--- src/rtl/pipe_ctrl.sv ---
// pipe_ctrl -- pipeline hazard / halt / single-step controller.
//
// Detects load-use hazards between EXE and ID, flushes IFID on taken
// branches, and runs a small debug FSM: a decoded halt drains the pipeline
// for DRAIN_CYCLES bubble cycles, then parks in HALTED until the debug host
// asks to resume (run_req) or to execute one instruction (step_req).
//
// Parameters:
//   DRAIN_CYCLES  bubble cycles spent emptying ID/EXE/MEM/WB (1..15)
//   PERF_W        width of each performance counter
//
// Optional feature: define PIPE_CTRL_PERF_EN to add the performance
// counters cyc_cnt, stall_cnt and flush_cnt.
//
// Ports:
//   clock, reset          rising-edge clock, synchronous active-high reset
//   id_rs, id_rt          source fields of the instruction in ID
//   id_uses_rt            ID instruction reads rt
//   ex_destReg            destination register of the instruction in EXE
//   ex_wreg, ex_m2reg     EXE instruction writes the regfile / is a load
//   br_taken              branch or jump resolved taken in ID
//   halt_req              halt instruction decoded in ID
//   run_req, step_req     debug host requests (honoured only in HALTED)
//   pc_we, ifid_we        PC / IFID write enables
//   ifid_flush            load a NOP into IFID on the next edge
//   idexe_bubble          zero the IDEXE control bits
//   halted                controller is in HALTED
//   state                 current FSM state (RUN=0 DRAIN=1 HALTED=2 STEP=3)
//   cyc_cnt, stall_cnt, flush_cnt  (PIPE_CTRL_PERF_EN only)
//
// There is no valid/ready handshake here: every output is a per-cycle
// level that the datapath samples on the same rising edge.
module pipe_ctrl #(
  parameter int DRAIN_CYCLES = 4,
  parameter int PERF_W       = 32
) (
  input  logic       clock,
  input  logic       reset,
  input  logic [4:0] id_rs,
  input  logic [4:0] id_rt,
  input  logic       id_uses_rt,
  input  logic [4:0] ex_destReg,
  input  logic       ex_wreg,
  input  logic       ex_m2reg,
  input  logic       br_taken,
  input  logic       halt_req,
  input  logic       run_req,
  input  logic       step_req,
  output logic       pc_we,
  output logic       ifid_we,
  output logic       ifid_flush,
  output logic       idexe_bubble,
  output logic       halted,
  output logic [2:0] state
`ifdef PIPE_CTRL_PERF_EN
  ,
  output logic [PERF_W-1:0] cyc_cnt,
  output logic [PERF_W-1:0] stall_cnt,
  output logic [PERF_W-1:0] flush_cnt
`endif
);

  typedef enum logic [2:0] {
    ST_RUN    = 3'd0,
    ST_DRAIN  = 3'd1,
    ST_HALTED = 3'd2,
    ST_STEP   = 3'd3
  } state_t;

  // The drain counter is loaded with DRAIN_CYCLES-1 and the FSM leaves
  // DRAIN on the cycle it reads 0, so DRAIN lasts exactly DRAIN_CYCLES.
  localparam logic [3:0] DRAIN_LOAD = 4'(DRAIN_CYCLES - 1);

  if (DRAIN_CYCLES < 1 || DRAIN_CYCLES > 15 || PERF_W < 1) begin : g_bad_param
    $error("pipe_ctrl: DRAIN_CYCLES must be 1..15 and PERF_W >= 1");
  end

  state_t     state_q, state_d;
  logic [3:0] cnt_q, cnt_d;
  logic       load_use;
  logic       stall;

  assign state = state_q;

  assign load_use = ex_m2reg & ex_wreg & (ex_destReg != 5'd0) &
                    ((ex_destReg == id_rs) | (id_uses_rt & (ex_destReg == id_rt)));

  always_ff @(posedge clock) begin
    if (reset) begin
      state_q <= ST_RUN;
      cnt_q   <= 4'd0;
    end else begin
      state_q <= state_d;
      cnt_q   <= cnt_d;
    end
  end

  always_comb begin
    state_d      = state_q;
    cnt_d        = cnt_q;
    pc_we        = 1'b0;
    ifid_we      = 1'b0;
    ifid_flush   = 1'b0;
    idexe_bubble = 1'b1;
    halted       = 1'b0;
    stall        = 1'b0;

    case (state_q)
      // STEP behaves exactly like RUN for one cycle, then falls back to
      // HALTED unless that instruction was itself a halt.
      ST_RUN, ST_STEP: begin
        if (load_use) begin
          // Load-use beats branch and halt: freeze PC/IFID, bubble IDEXE.
          stall   = 1'b1;
          state_d = (state_q == ST_STEP) ? ST_HALTED : ST_RUN;
        end else if (halt_req) begin
          // The halt itself issues down the pipe; the instruction fetched
          // behind it is squashed and the PC frozen.
          ifid_we      = 1'b1;
          ifid_flush   = 1'b1;
          idexe_bubble = 1'b0;
          cnt_d        = DRAIN_LOAD;
          state_d      = ST_DRAIN;
        end else begin
          pc_we        = 1'b1;
          ifid_we      = 1'b1;
          ifid_flush   = br_taken;
          idexe_bubble = 1'b0;
          state_d      = (state_q == ST_STEP) ? ST_HALTED : ST_RUN;
        end
      end
      ST_DRAIN: begin
        if (cnt_q == 4'd0) state_d = ST_HALTED;
        else               cnt_d   = cnt_q - 4'd1;
      end
      ST_HALTED: begin
        halted = 1'b1;
        if (run_req)       state_d = ST_RUN;
        else if (step_req) state_d = ST_STEP;
      end
      default: state_d = ST_RUN;
    endcase

    // Reset overrides everything so the datapath sees a quiet pipeline.
    if (reset) begin
      pc_we        = 1'b0;
      ifid_we      = 1'b0;
      ifid_flush   = 1'b0;
      idexe_bubble = 1'b1;
      halted       = 1'b0;
      stall        = 1'b0;
    end
  end

`ifdef PIPE_CTRL_PERF_EN
  // Counters wrap naturally from all-ones to zero.
  always_ff @(posedge clock) begin
    if (reset) begin
      cyc_cnt   <= '0;
      stall_cnt <= '0;
      flush_cnt <= '0;
    end else begin
      cyc_cnt <= cyc_cnt + 1'b1;
      if (stall)      stall_cnt <= stall_cnt + 1'b1;
      if (ifid_flush) flush_cnt <= flush_cnt + 1'b1;
    end
  end
`else
  logic unused_stall;
  assign unused_stall = stall;
`endif

endmodule
--- config.mk ---
export PLATFORM = sky130hd
export DESIGN_NAME = pipe_ctrl
export DESIGN_NICKNAME = d
export VERILOG_FILES = /design/src/rtl/pipe_ctrl.sv
export SDC_FILE = /design/constraint.sdc
export NUM_CORES = 1
export LEC_CHECK = 0
export ABC_AREA = 0
export CORE_AREA = 2 2 41 43
export DETAILED_ROUTE_END_ITERATION = 8
export DIE_AREA = 0 0 43 45
export PLACE_DENSITY = 0.8
export SLEW_MARGIN = 20
export SYNTH_ARGS = -nofsm -noshare
export SYNTH_HDL_FRONTEND = slang
export SYNTH_SLANG_ARGS = --single-unit
--- constraint.sdc ---
create_clock -name clock -period 3.5 [get_ports clock]
set_input_delay 0.525 -clock clock [delete_from_list [all_inputs] [get_ports clock]]
set_output_delay 0.525 -clock clock [all_outputs]
set_load 0.03 [all_outputs]
Word-level counts from Yosys, hierarchy flattened
Index checks and enable logic that the tools add are counted.

word-level totals
  input port bits = 24
  output and inout bits = 8
  flip-flop bits (word level) = 7
  word-level logic and storage cells = 52

operators by class
  reduce and logical (&&, ||, !) cells = 7
  bitwise operators = 5
  equality and inequality tests = 10
  muxes and demuxes = 27
  add/sub/neg operators = 1

operator list
  cell                                                  count
  2-to-1 mux 1 bit                                      16
  2-to-1 mux 4 bit                                      3
  equality test 5 bit                                   2
  2-to-1 mux 3 bit                                      3
  case mux 3 bit (3 select lines)                       1
  inequality test 2 bit (second input constant)         4
  case mux 4 bit (2 select lines)                       1
  equality test 3 x 2 -> 1 bit (second input constant)  2
  2-to-1 mux 2 bit                                      3
  nonzero test 5 bit                                    1
  bitwise AND 1 bit                                     4
  zero test 4 bit                                       1
  AND reduction 4 bit                                   1
  subtractor 4 x 1 -> 4 bit (second input constant)     1
  equality test 3 x 1 -> 1 bit (second input constant)  1
  zero test 3 bit                                       1
  inequality test 3 bit (second input constant)         1
  AND reduction 2 bit                                   1
  nonzero test 2 bit                                    1
  OR reduction 2 bit                                    1
  bitwise OR 1 bit                                      1

Logic depth before layout (Yosys ltp)
Gate-level depths: netlist of run 1.

  word-level depth = 7
  mapped depth = 8

Worst setup path before layout of run 1
OpenSTA, ideal clock, no wires.

  path type = input-to-output
  start point = in ex_destReg[0]
  end point = out ifid_flush
  path buffers = 0
  data required time = 2975 ps
  setup slack = 830 ps
  data arrival time = 2145 ps
  stages on the path = 5
  path through = or3_1 -> o311a_1 -> nand2_1 -> nand3b_1 -> nor2_1

between the ends
  word-level cells in the longest chain between the ends = 7
  elaborated cells on any way between the ends = 10

RTL lines
  what                 line  text
  start: declaration   42    input logic [4:0] ex_destReg,
  equality test 5 bit  86    ((ex_destReg == id_rs) | (id_uses_rt & (ex_destReg == id_rt)));
  bitwise AND 1 bit    86
  bitwise OR 1 bit     86
  bitwise AND 1 bit *  85    assign load_use = ex_m2reg & ex_wreg & (ex_destReg != 5'd0) &
  2-to-1 mux 1 bit *   112   if (load_use) begin
  2-to-1 mux 1 bit *   108   case (state_q)
  2-to-1 mux 1 bit *   145   if (reset) begin
  end: declaration     51    output logic ifid_flush,

Every way passes the cells marked *; elsewhere a longest branch is shown, timed or not.

Worst setup path in the final report of run 1
Same ends and word-level chain as after synthesis.

==> results of run 1 <==
layer usage:
layer,vias up,track usage,wire [um]
met1,297,0.1927,655
met2,23,0.3000,783
met3,2,0.05600,89
met5,-,0,0
met4,0,0.07273,14
li1,329,-,-
flip-flops by register name, summed over array words and instances, names as in the netlist:
name,count
cnt_q,4
state,2
worst max-delay path: cells and delay by family:
| kind | cells | cell delay [ns] |
|---|---|---|
| compound gates | 1 | 0.30 |
| simple gates | 4 | 0.81 |
| buf+inv | 2 | 1.14 |
final timing paths:
kind                            slack (ns)     startpoint    endpoint
worst max-delay path                  0.19  ex_destReg[0]  ifid_flush
worst min-delay path                  0.52       cnt_q[0]    cnt_q[0]
worst max register to register        1.52       state[0]    cnt_q[2]
worst min register to register        0.52       cnt_q[0]    cnt_q[0]
cells in the final DEF (no fill, tap or decap), types with 3 or more instances in the layout:
cell	count
nand2_1	9
clkdlybuf4s50_1	30
nor2_1	7
xnor2_1	10
nand3_1	3
inv_1	6
dfxtp_1	6
a311oi_1	3
clkbuf_4	3
ha_1	4
cells by family (layout without fill, tap and decap cells):
kind of cell / Yosys count / count (layout) / synth area share
flops: 6 / 6 / 0.2153
other cells: 1 / 1 / 0.006720
xor+xnor: 10 / 10 / 0.1569
compound gates: 15 / 15 / 0.2018
buf+inv: 8 / 40 / 0.06053
simple gates: 30 / 30 / 0.2691
fa+ha+maj: 4 / 4 / 0.08969
where the power goes:
group          leakage (nW)  total [W]  switching (W)  internal [W]
combinational         0.271   0.000302       0.000167      0.000134
sequential           0.0495   0.000107      0.0000179     0.0000887
clock                0.0138  0.0000670      0.0000280     0.0000390
total                 0.334   0.000475       0.000213      0.000262
final cells by class:
cell class,count,area [um2]
tap,16,20.02
inverter,6,22.52
clock buffer,3,22.52
sequential,6,120.1
fill,144,574.3
multi-input combinational,60,404.1
timing repair buffer,31,307.8
through the flow:
step                      instance area, um2  setup WS [ns]  total power [W]  utilization  hold WS, ns
after floorplan                        558.0         0.8295        0.0002983            -       0.4676
after global placement                 874.6         0.2331        0.0003977       0.5944       0.4948
after detailed placement               874.6         0.2087        0.0004056       0.5944       0.5043
after CTS                              897.1         0.1914        0.0004741       0.6097       0.5111
after global routing                   897.1        0.07352        0.0005079       0.6097       0.5207
final                                  897.1         0.1917        0.0004752       0.6097       0.5162
==> flow_summary_export.csv, run 1 <==
group,metric,value,unit
drt,dr.first_iter.drc_count,9,
clock_tree,cts_buffers,3,
setup_path,slowest_stage,"clkdlybuf4s50_1",
hold_path,holdPathStages,2,
die,coreArea,1471,um2
setup_path,crit_top_cell,"clkdlybuf4s50_1",
clock_tree,cts_resized,0,
finish,nets,136,
yosys,yosysTopAreaCell,"dfxtp_1",
clock_tree,clock_path_buffers,2,
yosys,synth_top_area_share,0.2152,
status,status,"complete, no violations",
drt,antenna_left,0,
finish,synthToLayoutAreaGrowth,60.76,%
drt,vias,651,
die,die_w,43,um
sta,fin_setup_tns,0,ns
global_route,grt_pass1_wl,2518,um
place,dp.cells,119,
yosys,synthCells,74,
finish,fin_cells,122,
sta,skew,0.001685,ns
drt,drc,0,
power_and_ir_drop,p_leak,0.3343,nW
yosys,synth_edf_count,0,
global_route,antenna_found_initial,0,
global_route,grt_max_degree,10,
yosys,async_reset_ff_frac,0,
yosys,yosysWarningCount,0,
sta,hold_viol,0,
finish,drive_gt1_frac,0.03774,
setup_path,crit_path_cell_trace,"clkdlybuf4s50_1 -> or3_1 -> o311a_1 -> nand2_1 -> nand3b_1 -> nor2_1 -> clkdlybuf4s50_1",
clock_tree,cts_hold_buf,0,
finish,n_antenna_cell,0,
place,gp_congestion,0.7951,
yosys,synth_ff_type,"dfxtp_1",
sta,fin_crit_sh,0.9452,
clock_tree,root_buffer,"clkbuf_4",
die,pin_count,32,
clock_tree,cts.htree.levels,1,
flow_run,maxCapViolCount,0,
sta,rsz0062_at_grt,"no",
die,die_h,45,um
yosys,yosysSeqAreaShare,0.2152,
sta,final_max_slew_viol_count,0,
clock_tree,postCtsSetupRepairBufs,0,
yosys,synth_area_per_cell,7.541,um2
setup_path,cp-end-kind,"output pin",
drt,wire_per_inst,12.65,um
die,fp-row-count,14,
yosys,synth_common_cells,"xnor2_1, nand2_1, nor2_1",
setup_path,critical_path_arrival,2.78,ns
yosys,ys_types,30,
die,die-area,1935,um2
global_route,overflow,0,
setup_path,critPathKind,"in2out",
yosys,synth.area.top_cells,"dfxtp_1, xnor2_1, ha_1, nand2_1, nor2_1",
sta,finalSetupViolCount,0,
clock_tree,cts_tree,"done",
power_and_ir_drop,pwr_density_cell,529.7,nW/um2
global_route,track_usage,0.1714,
clock_tree,cts.sink_count,6,
clock_tree,cts.clk_slew.worst_paths,0.05,ns
setup_path,slowest_delay,0.67,ns
setup_path,crit_required,2.97,ns
yosys,synth_seq_cells,6,
global_route,first_global_vias,640,
clock_tree,clk_latency,0.25,ns
power_and_ir_drop,ir_drop,0.3133,mV
drt,first_pass_iters,4,
hold_path,hold_class,"reg2reg",
sta,period_needed,3.308,ns
sta,fmax,0.3023,GHz
setup_path,startpoint_type,"input port",
yosys,yosys.cell_count.top_type,"xnor2_1",
place,port_buffers,30,
die,initial_utilization,0.3793,
yosys,syn_area,558.0,um2
drt,viasPerCell,5.336,
yosys,syn_nets,102,
setup_path,reg2regPathDepth,6,
setup_path,path_max_fanout,4,
drt,wl,1543,um
(Power assumes the default switching activity.)
==> inputs of run 2 (changes only) <==
SETUP_SLACK_MARGIN = 0.5   (was default)
==> flow_summary_export.csv, run 2 (synthesized netlist as in run 1, its figures left out) <==
group,metric,value,unit
status,status,"complete, no violations",
sta,fin_setup_tns,0,ns
flow_run,maxCapViolCount,0,
sta,holdWs,0.5162,ns
power_and_ir_drop,p_int,0.0002499,W
clock_tree,clk_latency,0.25,ns
setup_path,r2r_end,"cnt_q[2]",
global_route,top_usage_layer,"met2",
sta,hold_viol,0,
power_and_ir_drop,p_leak,0.3368,nW
setup_path,cp-end-kind,"output pin",
hold_path,holdPathStages,2,
global_route,gr-usage-met3,0.05600,
place,gp_congestion,0.7951,
finish,utilization,0.5986,
global_route,grt_use_met2,0.3000,
finish,nets,136,
global_route,track_usage,0.1706,
finish,largest_register_ffs,4,
drt,first_pass_iters,4,
clock_tree,cts_tree,"done",
clock_tree,root_buffer,"clkbuf_4",
setup_path,slowest_delay,0.47,ns
setup_path,reg2regPathDepth,6,
place,port_buffers,30,
drt,wire_per_inst,12.58,um
drt,viasPerCell,5.303,
power_and_ir_drop,pwr_density_cell,525.0,nW/um2
die,initial_utilization,0.3793,
hold_path,min_from,"cnt_q[0]",
finish,fillers,147,
setup_path,crit_path_cell_trace,"clkdlybuf4s50_1 -> or3_1 -> o311a_1 -> nand2_1 -> nand3b_1 -> dlygate4sd2_1",
setup_path,crit_required,2.97,ns
sta,fmax,0.3463,GHz
clock_tree,cts.clk_slew.worst_paths,0.05,ns
sta,final_max_slew_viol_count,0,
setup_path,critPathKind,"in2out",
die,coreArea,1471,um2
global_route,grt_max_degree,10,
clock_tree,cts.htree.levels,1,
power_and_ir_drop,p_comb_frac,0.625,
die,die_w,43,um
finish,n_antenna_cell,0,
drt,vias,647,
power_and_ir_drop,ir_drop,0.2802,mV
drt,antenna_left,0,
global_route,first_global_vias,634,
setup_path,r2r_setup_slack,1.52,ns
clock_tree,clock_path_buffers,2,
drt,drc,0,
setup_path,critical_path_arrival,2.36,ns
power_and_ir_drop,pwr-share-seq,0.230,
sta,rsz0062_at_grt,"no",
sta,period_needed,2.888,ns
global_route,grt_pass1_wl,2504,um
global_route,overflow,0,
power_and_ir_drop,swShare,0.4595,
finish,top_register,"cnt_q",
drt,wl,1535,um
finish,final_common_cell,"clkdlybuf4s50_1",
sta,skew,0.001685,ns
sta,fin_crit_sh,0.8251,
finish,layout_common_cells,"clkdlybuf4s50_1, xnor2_1, nand2_1, nor2_1",
setup_path,path_max_fanout,4,
die,fp-row-count,14,
power_and_ir_drop,p_switching,0.0002125,W
power_and_ir_drop,p_clk_frac,0.145,
drt,dr.first_iter.drc_count,9,
sta,finalSetupViolCount,0,
setup_path,slowest_stage,"clkdlybuf4s50_1",
die,die-area,1935,um2
clock_tree,cts_buffers,3,
global_route,use_met1,0.1902,
hold_path,hold_class,"reg2reg",
hold_path,hold_end,"cnt_q[0]",
die,pin_count,32,
clock_tree,cts.sink_count,6,
global_route,antenna_found_initial,0,
setup_path,startpoint_type,"input port",
die,die_h,45,um
clock_tree,postCtsSetupRepairBufs,0,
finish,drive_gt1_frac,0.06604,
setup_path,rr_startpoint,"state[0]",
finish,synthToLayoutAreaGrowth,57.85,%
## run 2: cell types whose count changed in the layout (fill, tap and decap cells not counted), sizes merged
cell,delta
clkbuf,+3
dlygate4sd2,+1
clkdlybuf4s50,-4
## run 2: worst max-delay path, delay by kind of cell
kind,cells,cell delay [ns]
AND/OR/NAND/NOR,3,0.67
AO/OA/AOI/OAI,1,0.30
buffers and inverters,2,0.86
## run 2: worst max-delay path by stage
stage                        from            to  slack [ns]  cells after the start
finish              ex_destReg[0]  idexe_bubble        0.61                      6
global route        ex_destReg[0]  idexe_bubble        0.54                      6
CTS                 ex_destReg[0]    ifid_flush        0.48                      7
detailed placement  ex_destReg[0]         pc_we        0.21                      7
global placement    ex_destReg[0]    ifid_flush        0.23                      7
floorplan           ex_destReg[0]    ifid_flush        0.83                      5
## run 2: what timing repair did
item	in CTS	in global routing
hold buffers	0	0
gates resized for setup	5	5
setup endpoints to repair	4	3
cloned	0	0
pin swaps	0	0
## run 2: power by group through the flow
stage                     clock (W)  sequential, W  combinational (W)
after floorplan                   0       0.000118           0.000180
final                     0.0000670       0.000107           0.000289
after global placement            0       0.000107           0.000291
after CTS                 0.0000668       0.000106           0.000291
after global routing      0.0000709       0.000110           0.000314
after detailed placement          0       0.000108           0.000298
## run 2: cell type report
class / instances / area (um2) / area share
Clock buffer: 3 / 22.52 / 0.02557
Multi-Input combinational cell: 60 / 404.1 / 0.4588
Timing Repair Buffer: 31 / 291.5 / 0.3310
Inverter: 6 / 22.52 / 0.02557
Sequential cell: 6 / 120.1 / 0.1364
Tap cell: 16 / 20.02 / 0.02273
## run 2: layer usage
metal | vias up | wire length, um
met4 | 0 | 14
met3 | 2 | 91
met1 | 293 | 647
met5 | - | 0
met2 | 23 | 781
li1 | 329 | -
## run 2: metrics by stage
step           instances  power [W]  instance area (um2)  worst slack, ns
6_report             122  0.0004624                880.8           0.6123
5_1_grt              122  0.0004949                880.8           0.5386
4_1_cts              122  0.0004644                893.4           0.4767
3_5_place_dp         119  0.0004056                874.6           0.2087
3_3_place_gp         119  0.0003977                874.6           0.2331
2_1_floorplan         74  0.0002983                558.0           0.8295
==> inputs of run 3 (changes only) <==
CORE_AREA = 2 2 45 47   (was 2 2 41 43)
DIE_AREA = 0 0 47 49   (was 0 0 43 45)
PLACE_DENSITY = 0.7   (was 0.8)
clock period = 2.5 ns   (was 3.5 ns; I/O delays follow)
==> flow_summary_export.csv, run 3 (synthesized netlist as in run 1, its figures left out) <==
group,metric,value,unit
die,initial_utilization,0.3030,
sta,hold_viol,0,
power_and_ir_drop,finalPower,0.0007341,W
clock_tree,cts.sink_count,6,
setup_path,startpoint_type,"input port",
sta,skew,0.0003859,ns
drt,first_pass_iters,4,
setup_path,cp-end-kind,"output pin",
clock_tree,cts.clk_slew.worst_paths,0.04,ns
global_route,top_usage_layer,"met2",
finish,largest_register_ffs,4,
finish,final_common_cell,"buf_4",
global_route,use_met1,0.2036,
setup_path,path_max_fanout,3,
place,dpl.hpwl,1274,um
drt,dr.first_iter.drc_count,22,
place,port_buffers,30,
global_route,grt_max_degree,8,
global_route,overflow,0,
setup_path,critPathKind,"in2out",
die,coreArea,1842,um2
finish,layout_common_cells,"buf_4, xnor2_1, clkdlybuf4s50_1, dlygate4sd2_1, nand2_1",
finish,drive_gt1_frac,0.3167,
global_route,track_usage,0.1606,
power_and_ir_drop,p_leak,0.4486,nW
die,pin_count,32,
sta,period_needed,2.090,ns
die,die_h,49,um
hold_path,hold_class,"reg2reg",
place,dp.cells,137,
finish,top_register,"cnt_q",
global_route,grt_use_met2,0.2648,
clock_tree,clock_path_buffers,2,
finish,fin_cells,147,
power_and_ir_drop,ir_drop,0.3592,mV
sta,fmax,0.4785,GHz
setup_path,r2r_setup_slack,0.64,ns
clock_tree,clk_latency,0.24,ns
setup_path,crit_required,2.12,ns
drt,drc,0,
drt,vias,695,
finish,synthToLayoutAreaGrowth,90.81,%
global_route,first_global_vias,679,
clock_tree,cts_hold_buf,0,
place,gp_congestion,0.7910,
flow_run,maxCapViolCount,0,
clock_tree,cts.htree.levels,1,
global_route,antenna_found_initial,0,
sta,final_max_slew_viol_count,0,
status,status,"complete, no violations",
die,die_w,47,um
sta,fin_ws,0.4102,ns
sta,finalSetupViolCount,0,
setup_path,critical_path_arrival,1.71,ns
sta,holdWs,0.5062,ns
place,pre_cts_slack,-0.2481,ns
drt,wire_per_inst,11.34,um
clock_tree,cts_tree,"done",
sta,rsz0062_at_grt,"yes",
finish,nets,150,
global_route,grt_pass1_wl,2780,um
global_route,gr-usage-met3,0.02593,
drt,antenna_left,0,
finish,n_antenna_cell,0,
die,die-area,2303,um2
power_and_ir_drop,pwr_density_cell,689.5,nW/um2
clock_tree,root_buffer,"clkbuf_4",
die,fp-row-count,16,
drt,viasPerCell,4.728,
sta,fin_crit_sh,0.8359,
drt,wl,1667,um
clock_tree,cts_buffers,3,
run 3: changes by cell type in the layout (fill, tap and decap cells not counted), moves of 6 or more:
cell             delta
clkdlybuf4s50_1    -16
buf_6               +6
dlygate4sd2_1       +9
buf_4              +13
run 3: power breakdown:
group          switching (W)  internal, W  leakage (nW)
clock network      0.0000338    0.0000542        0.0138
logic               0.000261     0.000234         0.385
registers          0.0000255     0.000126        0.0498
run 3: repair_timing:
action                     4_1_cts  5_1_grt
resized for setup               38       13
buffers inserted                 7        0
pin swaps                       15       10
setup endpoints to repair        9        7
cloned                           0        0
run 3: worst paths after layout:
check,startpoint,endpoint,cells past startpoint
min reg2reg,cnt_q[0],cnt_q[0],2
max,ex_destReg[2],pc_we,8
max reg2reg,state[1],cnt_q[3],7
min,cnt_q[0],cnt_q[0],2
run 3: worst max-delay path, cell delays in order:
cell,delay [ns]
buf_8,0.09
or3_4,0.37
o311a_1,0.32
nand2_2,0.08
nand3b_1,0.11
buf_6,0.16
nor2_4,0.07
buf_6,0.13
run 3: per-stage QoR:
stage / util / TNS (ns) / area, um2
floorplan: - / 0 / 576.8
global placement: 0.5170 / -0.2833 / 952.2
detailed placement: 0.5170 / -0.3784 / 952.2
CTS: 0.5591 / 0 / 1030
global route: 0.5781 / 0 / 1065
finish: 0.5781 / 0 / 1065
run 3: routing by layer:
| layer | part of all wire | up-vias |
|---|---|---|
| li1 | - | 354 |
| met1 | 0.44 | 311 |
| met2 | 0.49 | 25 |
| met3 | 0.044 | 5 |
| met4 | 0.018 | 0 |
| met5 | 0 | - |
run 3: final cells by class:
type,instances,area (um2)
timing repair buffer,45,407.9
multi-input combinational,60,456.7
inverter,6,22.52
clock buffer,3,22.52
sequential,6,121.4
fill,182,777.0
tap,27,33.78
